**config.mk**
```make
export PLATFORM = sky130hd
export DESIGN_NAME = giu_err_counter
export DESIGN_NICKNAME = d
export VERILOG_FILES = /design/src/rtl/giu_err_counter.sv
export SDC_FILE = /design/constraint.sdc
export NUM_CORES = 1
export LEC_CHECK = 0
export CAP_MARGIN = 40
export CORE_UTILIZATION = 30
export CTS_CLUSTER_SIZE = 25
export DETAILED_ROUTE_END_ITERATION = 6
export DONT_BUFFER_PORTS = 1
export MAX_ROUTING_LAYER = met4
export SYNTH_ARGS = -nofsm -noshare
export SYNTH_HDL_FRONTEND = slang
export SYNTH_SLANG_ARGS = --single-unit
export TNS_END_PERCENT = 5
```
**constraint.sdc**
```tcl
create_clock -name clk -period 7.6 [get_ports clk]
set_clock_uncertainty 0.1 [all_clocks]
set_input_delay 1.9 -clock clk [delete_from_list [all_inputs] [get_ports clk]]
set_output_delay 1.9 -clock clk [all_outputs]
set_load 0.02 [all_outputs]
```
**src/rtl/giu_err_counter.sv**
```systemverilog
// ECC error accounting for the two GIU protected memories: saturating per-memory
// counts, a shared correctable-error counter with threshold, sticky IRQs and faults.
module giu_err_counter #(
    parameter int CNT_W  = 32,
    parameter int THR_W  = 10,
    parameter int CERR_W = 16
) (
    input  logic              clk,
    input  logic              reset,
    input  logic              sbe0,
    input  logic              sbe1,
    input  logic              dbe0,
    input  logic              dbe1,
    input  logic              selftest_fail,
    input  logic [THR_W-1:0]  cerr_threshold,
    input  logic              irq_c_en,
    input  logic              irq_uc_en,
    input  logic              irq_c_clr,
    input  logic              irq_uc_clr,
    input  logic              cerr_clr,
    input  logic              cnt_clr,
    output logic [CNT_W-1:0]  single_bit_count0,
    output logic [CNT_W-1:0]  single_bit_count1,
    output logic [CNT_W-1:0]  double_bit_count0,
    output logic [CNT_W-1:0]  double_bit_count1,
    output logic [CERR_W-1:0] cerr_counter,
    output logic              cerr_over_thres_fault,
    output logic              IRQ_C,
    output logic              IRQ_UC,
    output logic              fault_mission_fault,
    output logic              fault_latent_fault
);

    localparam int CMP_W = (CERR_W > THR_W) ? CERR_W : THR_W;

    logic [CNT_W-1:0]  sbc0_q, sbc0_d, sbc1_q, sbc1_d;
    logic [CNT_W-1:0]  dbc0_q, dbc0_d, dbc1_q, dbc1_d;
    logic [CERR_W-1:0] cerr_q, cerr_d;
    logic [CERR_W:0]   cerr_sum;
    logic [CMP_W-1:0]  cerr_cmp, thr_cmp;
    logic              thr_fault_q, thr_fault_d;
    logic              irq_c_q, irq_c_d;
    logic              irq_uc_q, irq_uc_d;
    logic              mission_q, mission_d;
    logic              latent_q, latent_d;

    // Clear beats increment; the count sticks at all-ones instead of wrapping.
    function automatic logic [CNT_W-1:0] cnt_next(input logic [CNT_W-1:0] cur,
                                                  input logic inc, input logic clr);
        logic [CNT_W-1:0] nxt;
        nxt = cur;
        if (clr) begin
            nxt = '0;
        end else if (inc && (cur != {CNT_W{1'b1}})) begin
            nxt = cur + {{(CNT_W-1){1'b0}}, 1'b1};
        end
        cnt_next = nxt;
    endfunction

    always_comb begin
        sbc0_d = cnt_next(sbc0_q, sbe0, cnt_clr);
        sbc1_d = cnt_next(sbc1_q, sbe1, cnt_clr);
        dbc0_d = cnt_next(dbc0_q, dbe0, cnt_clr);
        dbc1_d = cnt_next(dbc1_q, dbe1, cnt_clr);

        // One extra bit catches the overflow so the clamp is a single MSB test.
        cerr_sum = {1'b0, cerr_q} + {{CERR_W{1'b0}}, sbe0} + {{CERR_W{1'b0}}, sbe1};
        if (cerr_clr) begin
            cerr_d = '0;
        end else if (cerr_sum[CERR_W]) begin
            cerr_d = '1;
        end else begin
            cerr_d = cerr_sum[CERR_W-1:0];
        end

        cerr_cmp    = CMP_W'(cerr_d);
        thr_cmp     = CMP_W'(cerr_threshold);
        thr_fault_d = !cerr_clr && (thr_fault_q || (cerr_cmp > thr_cmp));

        irq_c_d   = (irq_c_en && (sbe0 || sbe1)) || (irq_c_q && !irq_c_clr);
        irq_uc_d  = (irq_uc_en && (dbe0 || dbe1)) || (irq_uc_q && !irq_uc_clr);
        mission_d = mission_q || dbe0 || dbe1 || thr_fault_d;
        latent_d  = latent_q || selftest_fail;
    end

    always_ff @(posedge clk or posedge reset) begin
        if (reset) begin
            sbc0_q      <= '0;
            sbc1_q      <= '0;
            dbc0_q      <= '0;
            dbc1_q      <= '0;
            cerr_q      <= '0;
            thr_fault_q <= 1'b0;
            irq_c_q     <= 1'b0;
            irq_uc_q    <= 1'b0;
            mission_q   <= 1'b0;
            latent_q    <= 1'b0;
        end else begin
            sbc0_q      <= sbc0_d;
            sbc1_q      <= sbc1_d;
            dbc0_q      <= dbc0_d;
            dbc1_q      <= dbc1_d;
            cerr_q      <= cerr_d;
            thr_fault_q <= thr_fault_d;
            irq_c_q     <= irq_c_d;
            irq_uc_q    <= irq_uc_d;
            mission_q   <= mission_d;
            latent_q    <= latent_d;
        end
    end

    assign single_bit_count0     = sbc0_q;
    assign single_bit_count1     = sbc1_q;
    assign double_bit_count0     = dbc0_q;
    assign double_bit_count1     = dbc1_q;
    assign cerr_counter          = cerr_q;
    assign cerr_over_thres_fault = thr_fault_q;
    assign IRQ_C                 = irq_c_q;
    assign IRQ_UC                = irq_uc_q;
    assign fault_mission_fault   = mission_q;
    assign fault_latent_fault    = latent_q;

endmodule

```
# After elaboration in Yosys (flattened, before gate mapping)
# Cells that the tools add are included.
# totals
ram_bits	0
latchBits	0
register_bits	149
mem_count	0
elab_cells	56
rom_bits	0
# classes
n_bitwise	0
n_eq_ne	4
order_cmp	1
reduce_logical	25
muxes	10
n_mul	0
shifts	0
n_div	0
addsub	6
# op_table
operator	count
$mux W32	8
$add A32 B1 Y32 const B	4
$ne A32 B32 Y1 const B	4
$mux W16	2
$add A16 B1 Y17	1
$add A17 B1 Y17	1
$gt A16 B10 Y1	1
$logic_and A1 B1 Y1	9
$logic_or A1 B1 Y1	9
$reduce_bool A2 Y1	4
$logic_not A1 Y1	3

# Logic depth before layout (Yosys ltp)
# Gate-level depths: netlist of run 1.
# logic_depth
ltp_word	8
depth_mapped	16
mapped_depth_nobuf	16

# Least setup slack after synthesis of run 1
# OpenSTA, ideal clock, no wires.
# synth_path
kind	in2reg
startpoint	input sbe0
endpoint	register mission_q (netlist: fault_mission_fault)
t_arrival_ps	4794
setup_ps	139
required_ps	7361
stages	15
path_buffers	1
slack_ps	2568
path_cell_list	inv_1 fa_1 inv_1 ha_1 nand4_2 nor4_4 nand2_1 clkbuf_1 a21oi_1 ha_1 a22oi_1 o211ai_1 o22ai_1 a31oi_1 or4_1
# synth_between
elab_chain_len	8
# synth_lines
item	line	text
start: declaration	10	input logic sbe0,
$add A16 B1 Y17	67	cerr_sum = {1'b0, cerr_q} + {{CERR_W{1'b0}}, sbe0} + {{CERR_W{1'b0}}, sbe1};
$add A17 B1 Y17	67	
$mux W16	70	end else if (cerr_sum[CERR_W]) begin
$mux W16	68	if (cerr_clr) begin
named net cerr_cmp[7]	40	logic [CMP_W-1:0] cerr_cmp, thr_cmp;
$gt A16 B10 Y1	78	thr_fault_d = !cerr_clr && (thr_fault_q || (cerr_cmp > thr_cmp));
$logic_or A1 B1 Y1	78	
$logic_and A1 B1 Y1	78	
named net thr_fault_d	41	logic thr_fault_q, thr_fault_d;
$logic_or A1 B1 Y1	82	mission_d = mission_q || dbe0 || dbe1 || thr_fault_d;
named net mission_d	44	logic mission_q, mission_d;
end signal: assignment	107	mission_q <= mission_d;
end: declaration	44	
# The timed path passes the listed nets, and every way through them passes these cells.
# A chain may end at the register's enable or synchronous reset.

# Worst setup path after layout of run 1
# Ends and elaborated chain as after synthesis.

==> results of run 1 <==
-- sequential cells by signal (all words and copies together), names as in the netlist, 16 cells and up --
| signal | cells |
|---|---|
| single_bit_count0 | 32 |
| single_bit_count1 | 32 |
| double_bit_count0 | 32 |
| double_bit_count1 | 32 |
| cerr_counter | 16 |
-- layout by cell type (no fill, tap or decap), types with 3 or more instances in the layout --
| cell | synthesis | layout |
|---|---|---|
| a21oi_1 | 37 | 37 |
| buf_4 | 2 | 3 |
| o211ai_1 | 3 | 3 |
| or3_1 | 18 | 18 |
| nor3b_1 | 5 | 5 |
| clkinv_4 | 0 | 3 |
| nor3_1 | 44 | 44 |
| and2_1 | 5 | 5 |
| nor4b_1 | 3 | 3 |
| nand3_1 | 48 | 48 |
| xnor2_1 | 74 | 74 |
| clkinvlp_4 | 0 | 3 |
| mux2i_1 | 3 | 3 |
| a31oi_1 | 3 | 3 |
| ha_1 | 15 | 15 |
| nor2_1 | 131 | 131 |
| nand2b_1 | 4 | 4 |
| nand4_1 | 35 | 35 |
| clkbuf_16 | 0 | 17 |
| xor2_1 | 37 | 37 |
| inv_6 | 0 | 3 |
| or4_1 | 4 | 4 |
| and3_1 | 20 | 20 |
| and4_1 | 17 | 17 |
| inv_1 | 30 | 29 |
| o21ai_0 | 22 | 22 |
| bufinv_16 | 0 | 3 |
| nor4_1 | 25 | 25 |
| nand2_1 | 72 | 72 |
| a311oi_1 | 3 | 3 |
| dfrtp_1 | 149 | 149 |
-- power groups by stage --
stage / Combinational [mW] / Sequential (mW) / Clock, mW
after CTS: 0.0544 / 0.823 / 0.933
after global placement: 0.0522 / 0.838 / 0
final: 0.0516 / 0.823 / 0.898
after floorplan: 0.0475 / 0.832 / 0
after global routing: 0.0619 / 0.824 / 0.964
after detailed placement: 0.0543 / 0.838 / 0
-- per-layer routing --
metal / vias up / track usage / routed length (um)
li1: 3087 / - / -
met1: 3174 / 0.206 / 9340
met2: 162 / 0.236 / 9560
met3: 18 / 0.0579 / 1730
met4: 0 / 0.0435 / 334
met5: - / - / 0
-- layout make-up --
cell class / instances / area [sq um] / share of cell area
clock buffer: 20 / 457 / 0.0504
clock inverter: 12 / 168 / 0.0185
timing repair buffer: 5 / 61.3 / 0.00676
tap: 335 / 419 / 0.0462
multi-input combinational: 669 / 4120 / 0.454
sequential: 149 / 3730 / 0.411
inverter: 30 / 118 / 0.0130
-- worst paths after layout --
kind / startpoint / end / slack [ps] / depth (start not counted)
worst min-delay path: fault_latent_fault$_DFF_PP0_ / fault_latent_fault$_DFF_PP0_ / 520 / 1
worst max-delay path: sbe0 / fault_mission_fault$_DFF_PP0_ / 2520 / 14
worst max register to register: cerr_counter[0]$_DFF_PP0_ / fault_mission_fault$_DFF_PP0_ / 3520 / 14
worst min register to register: fault_latent_fault$_DFF_PP0_ / fault_latent_fault$_DFF_PP0_ / 520 / 1
min in group asynchronous: reset / double_bit_count0[15]$_DFFE_PP0P_ / 1360 / 1
max in group asynchronous: reset / single_bit_count1[2]$_DFFE_PP0P_ / 4980 / 3
-- kinds of logic after synthesis --
family,share of synthesized area
and+or+nand+nor,0.287
DFF,0.461
xor gates and xnor gates,0.120
AOI/OAI and AO/OA,0.0695
buffers and inverters,0.0294
adders and majority gates,0.0257
muxes,0.00650
-- worst max-delay path, cell delays in order --
cell	delay, ps
inv_1	70
fa_1	460
inv_1	70
ha_1	250
nand4_2	250
nor4_4	340
nand2_1	310
a21oi_1	260
ha_1	290
a22oi_1	200
o211ai_1	120
o22ai_1	180
a31oi_1	150
or4_1	410
==> metrics.txt, run 1 <==
worst path required time=a little under 8000 ps; Routed WL=between 20,000 and 25,000 um; Final Setup Violations=0; part of the cycle the worst path needs=0.669; per-cell routed wire length=roughly 17 um; Worst-path clk slew=60 ps; antenna violations before repair=1; Starting Density=0.308; flops & latches, synth=149; Worst Max-Slew Pin Slew=781 ps; Area contributors post-synth=dfrtp_1 46%, xnor2_1 8.0%, nor2_1 6.1%; Cell Area, Synth=8080 sq um; setup ws final=2520 ps; drt via density=between 5 and 6; Design Power=1.77 mW; Clock Tree Buf Depth=2; maximum clock rate=197 MHz; DR vias=around 6,400; hold_ws=around 520 ps; cts hold-fix bufs=0; Max rail drop VDD=107 uV; row cnt=59; Switching Power=~410 uW; DRT Pass-1 Iters=7; crit end category=flop; number of flops mapped to enable cells by yosys=0; crit start category=input pin; post-synth top area share=0.461; worst-path maximum fanout=11; DP HPWL=~15,000 um; Iter 0 DRT Violations=396; Skew-Pair Late Insertion Delay=410 ps; CTS H-Tree Depth=4; Total Nets Final=911; pre-CTS WS=slightly above 2000 ps; Synth top cells by count=149 x dfrtp_1, 131 x nor2_1, 74 x xnor2_1; Final Hold Vio Count=0; Util after Layout=0.345; vias in the first global route=6,142; CTS resizes=0; sequential area share after synthesis=0.461; # port buffers=0; Inst Count DP=1,188; post-synthesis cell count=878; root buf cell=clkbuf_16; setup TNS=0 ps; Top FF cell, synth=dfrtp_1; Leakage=3.52 nW; asr flop ratio synth=1.00; most numerous cell in the Yosys netlist=dfrtp_1; Syn. warnings=0; Comb pwr share=0.029; non-filler instance count after layout=1,220; RePlAce Congestion=0.855; largest net degree at the start of global routing=129; top cell type by total area after synthesis=dfrtp_1; Post-CTS Setup Inserts=0; fin. max-slew vios=0; Netlist cell types=59; first-pass GRT wire length=34,600 um; post-route cell area=9070 sq um; top-level I/O count=172; CTS buffer count=17; Power Dens Cells=195 nW/um^2; Clk pwr share=0.507; Sw Ratio=0.233; die area=27,600 sq um; Worst slew margin=0.473; GRT Util Overall=0.160; DIE HEIGHT=166 um; fin crit period=5080 ps; CTS tree=done; fill count=2,738; critical path type=input pin to flop; Core ar.=between 20,000 and 30,000 sq um; DP Area=roughly 8400 sq um; Critical Path AT=5270 ps; Hold Path Class=flop to flop; average cell area after synthesis=9.21 sq um; layout cell share with drive strength beyond 1=0.0633; clock sink count=roughly 150; sequential power share=0.464; Area Overhead vs Synth=12.2%; post-route ant nets=0; outcome=finished with violations; violated checks=design-rule violations; grt ovf=0; Die X=~170 um; max-cap viol count=0; number of diodes=0; RSZ-0062 raised after global routing=false; DRC viols=14; internal power=~1.4 mW; syn_nets=917
(Power assumes the default switching activity.)
==> run 2: changes to the inputs <==
==> constraint.sdc (replaced) <==
create_clock -name clk -period 5.15 [get_ports clk]
set_clock_uncertainty 0.1 [all_clocks]
set_input_delay 1.2875 -clock clk [delete_from_list [all_inputs] [get_ports clk]]
set_output_delay 1.2875 -clock clk [all_outputs]
set_load 0.02 [all_outputs]
==> run 2 against run 1 <==
Net effect: the run still ends with design-rule violations left; combinational power rose by 47%; via count fell by 1.1%; final area fell by 0.69%; count of clock-buffer cells in the layout did not move; sequential share of layout area rose by 0.29 points; hold slack improved by 3.3 ps; register-to-register slack got worse by 2500 ps; sequential cell count did not move; critical path type unchanged; critical endpoint unchanged; largest power group unchanged.
==> metrics.txt, run 2 (synthesized netlist as in run 1, its figures left out) <==
Post-CTS Setup Inserts=0 (unchanged); hold endpoint=fault_latent_fault$_DFF_PP0_; Comb pwr share=0.030 (about the same); commonest non-fill, non-tap cell in the layout=dfrtp_1; per-cell routed wire length=17.3 um (+0.74%); critical-path cell list=inv_1, fa_1, inv_1, ha_1, nand4_2, nor4_4, nand2_1, a21oi_1, ha_1, a22oi_1, o211ai_1, o22ai_1, a31oi_1, or4_1; worst path required time=5330 ps (-2450 ps); CP max stage cell=fa_1; Skew-Pair Late Insertion Delay=420 ps (about the same); crit start category=input pin; root buf cell=clkbuf_16; crit path from=sbe0; vias in the first global route=6,193 (+0.83%); crit end category=flop; DRC viols=14 (unchanged); setup TNS=0 ps (unchanged); DP HPWL=14,700 um (-1.3%); worst-path maximum fanout=11 (unchanged); layout cell share with drive strength beyond 1=0.0622 (-0.00106); clock sink count=149 (unchanged); Hold Path Cell Cnt=1 (unchanged); Worst Max-Slew Pin Slew=845 ps (+63.4 ps); max incr delay on CP=470 ps (about the same); DR vias=6,371 (-1.1%); row cnt=59 (unchanged); maximum clock rate=224 MHz; fill count=2,741 (+0.11%); Clock Tree Buf Depth=2 (unchanged); RSZ-0062 raised after global routing=false; commonest cells after routing, fill and taps aside=149 x dfrtp_1, 131 x nor2_1, 74 x xnor2_1; Switching Power=625 uW (+51%); Final Hold Vio Count=0 (unchanged); number of diodes=0 (unchanged); Worst-path clk slew=70 ps (about the same); Util after Layout=0.343 (-0.00238); post-route ant nets=0 (unchanged); Sw Ratio=0.247 (+0.0134); Reg2Reg Setup Slack=1070 ps (-2450 ps); violated checks=design-rule violations; first-pass GRT wire length=34,800 um (+0.62%); outcome=finished with violations; sequential power share=0.479 (+0.015); Leakage=3.49 nW (-0.92%); Worst slew margin=0.437 (-0.0366); critical path buffer and inverter count=2 (unchanged); Clk pwr share=0.491 (-0.016); # port buffers=0 (unchanged); Crit path max-delay family=simple AND/OR/NAND/NOR gates; Critical Path AT=4650 ps (-620 ps); hold path start=fault_latent_fault$_DFF_PP0_; Hold Path Class=flop to flop; Power Dens Cells=281 nW/um^2 (+44%); top-level I/O count=172 (unchanged); cts hold-fix bufs=0 (unchanged); RePlAce Congestion=0.851 (-0.55%); max-cap viol count=0 (unchanged); Total Nets Final=910 (-0.11%); largest net degree at the start of global routing=150 (+16%); fin crit period=4470 ps; CTS resizes=0 (unchanged); internal power=1.91 mW (+40%); drt via density=5.23 (-1.0%); reg-to-reg startpoint=cerr_counter[0]$_DFF_PP0_; Max rail drop VDD=155 uV (+45%); worst reg2reg path depth=14 (unchanged); DRT Pass-1 Iters=7 (unchanged); CTS buffer count=17 (unchanged); Die X=166 um (unchanged); critical path type=input pin to flop; Routed WL=21,100 um (+0.66%); GRT Util Overall=0.161 (+0.00114); antenna violations before repair=0 (-1); die area=27,600 sq um (unchanged); FF-to-FF End=fault_mission_fault$_DFF_PP0_; CTS H-Tree Depth=4 (unchanged); grt ovf=0 (unchanged); fin. max-slew vios=0 (unchanged); CTS tree=done; Area Overhead vs Synth=11.4%; Core ar.=26,300 sq um (unchanged); part of the cycle the worst path needs=0.868; Starting Density=0.308 (unchanged); Final Setup Violations=0 (unchanged); DIE HEIGHT=166 um (unchanged); Iter 0 DRT Violations=411 (+3.8%)
run 2: power by group through the flow:
stage	logic [mW]	clock network, mW	registers [mW]
3_5_place_dp	0.0788	0	1.24
4_1_cts	0.0793	1.29	1.21
3_3_place_gp	0.0778	0	1.24
6_report	0.0756	1.24	1.21
5_1_grt	0.0896	1.34	1.22
2_1_floorplan	0.0703	0	1.23
run 2: worst max path at each step:
stage / to / slack [ps] / depth (start not counted)
after floorplan: fault_mission_fault$_DFF_PP0_ / 730 / 15
after global placement: fault_mission_fault$_DFF_PP0_ / 360 / 14
after detailed placement: fault_mission_fault$_DFF_PP0_ / 250 / 14
after CTS: fault_mission_fault$_DFF_PP0_ / 710 / 14
after global routing: fault_mission_fault$_DFF_PP0_ / 460 / 14
final: fault_mission_fault$_DFF_PP0_ / 680 / 14
run 2: area by class of cell:
| cell class | instances | area, sq um | share of cell area |
|---|---|---|---|
| sequential | 149 | 3730 | 0.414 |
| tap | 335 | 419 | 0.0465 |
| timing repair buffer | 4 | 46.3 | 0.00514 |
| clock inverter | 12 | 121 | 0.0135 |
| multi-input combinational | 669 | 4120 | 0.457 |
| clock buffer | 20 | 457 | 0.0507 |
| inverter | 30 | 116 | 0.0129 |
run 2: metal layers:
metal / wire (um) / GRT usage / vias up
met3: 1640 / 0.0562 / 11
li1: - / - / 3104
met1: 9710 / 0.207 / 3112
met2: 9570 / 0.243 / 144
met4: 180 / 0.0366 / 0
met5: 0 / - / -
run 2: metrics by stage:
step / instances / setup slack, ps / cell area [sq um] / hold slack [ps] / total power, mW
floorplan: 878 / 730 / 8090 / 490 / 1.30
global placement: 1184 / 360 / 8400 / 512 / 1.31
detailed placement: 1187 / 250 / 8430 / 514 / 1.32
CTS: 1219 / 713 / 9010 / 532 / 2.58
global route: 1219 / 458 / 9010 / 566 / 2.64
finish: 1219 / 678 / 9010 / 527 / 2.53
==> run 3: changes to the inputs <==
--- a/config.mk
+++ b/config.mk
@@ -14,4 +14,4 @@
 export SYNTH_ARGS = -nofsm -noshare
 export SYNTH_HDL_FRONTEND = slang
 export SYNTH_SLANG_ARGS = --single-unit
-export TNS_END_PERCENT = 5
+export TNS_END_PERCENT = 1
==> results of run 3 <==
The final DEF is identical to that of run 2; final timing and power are the same.
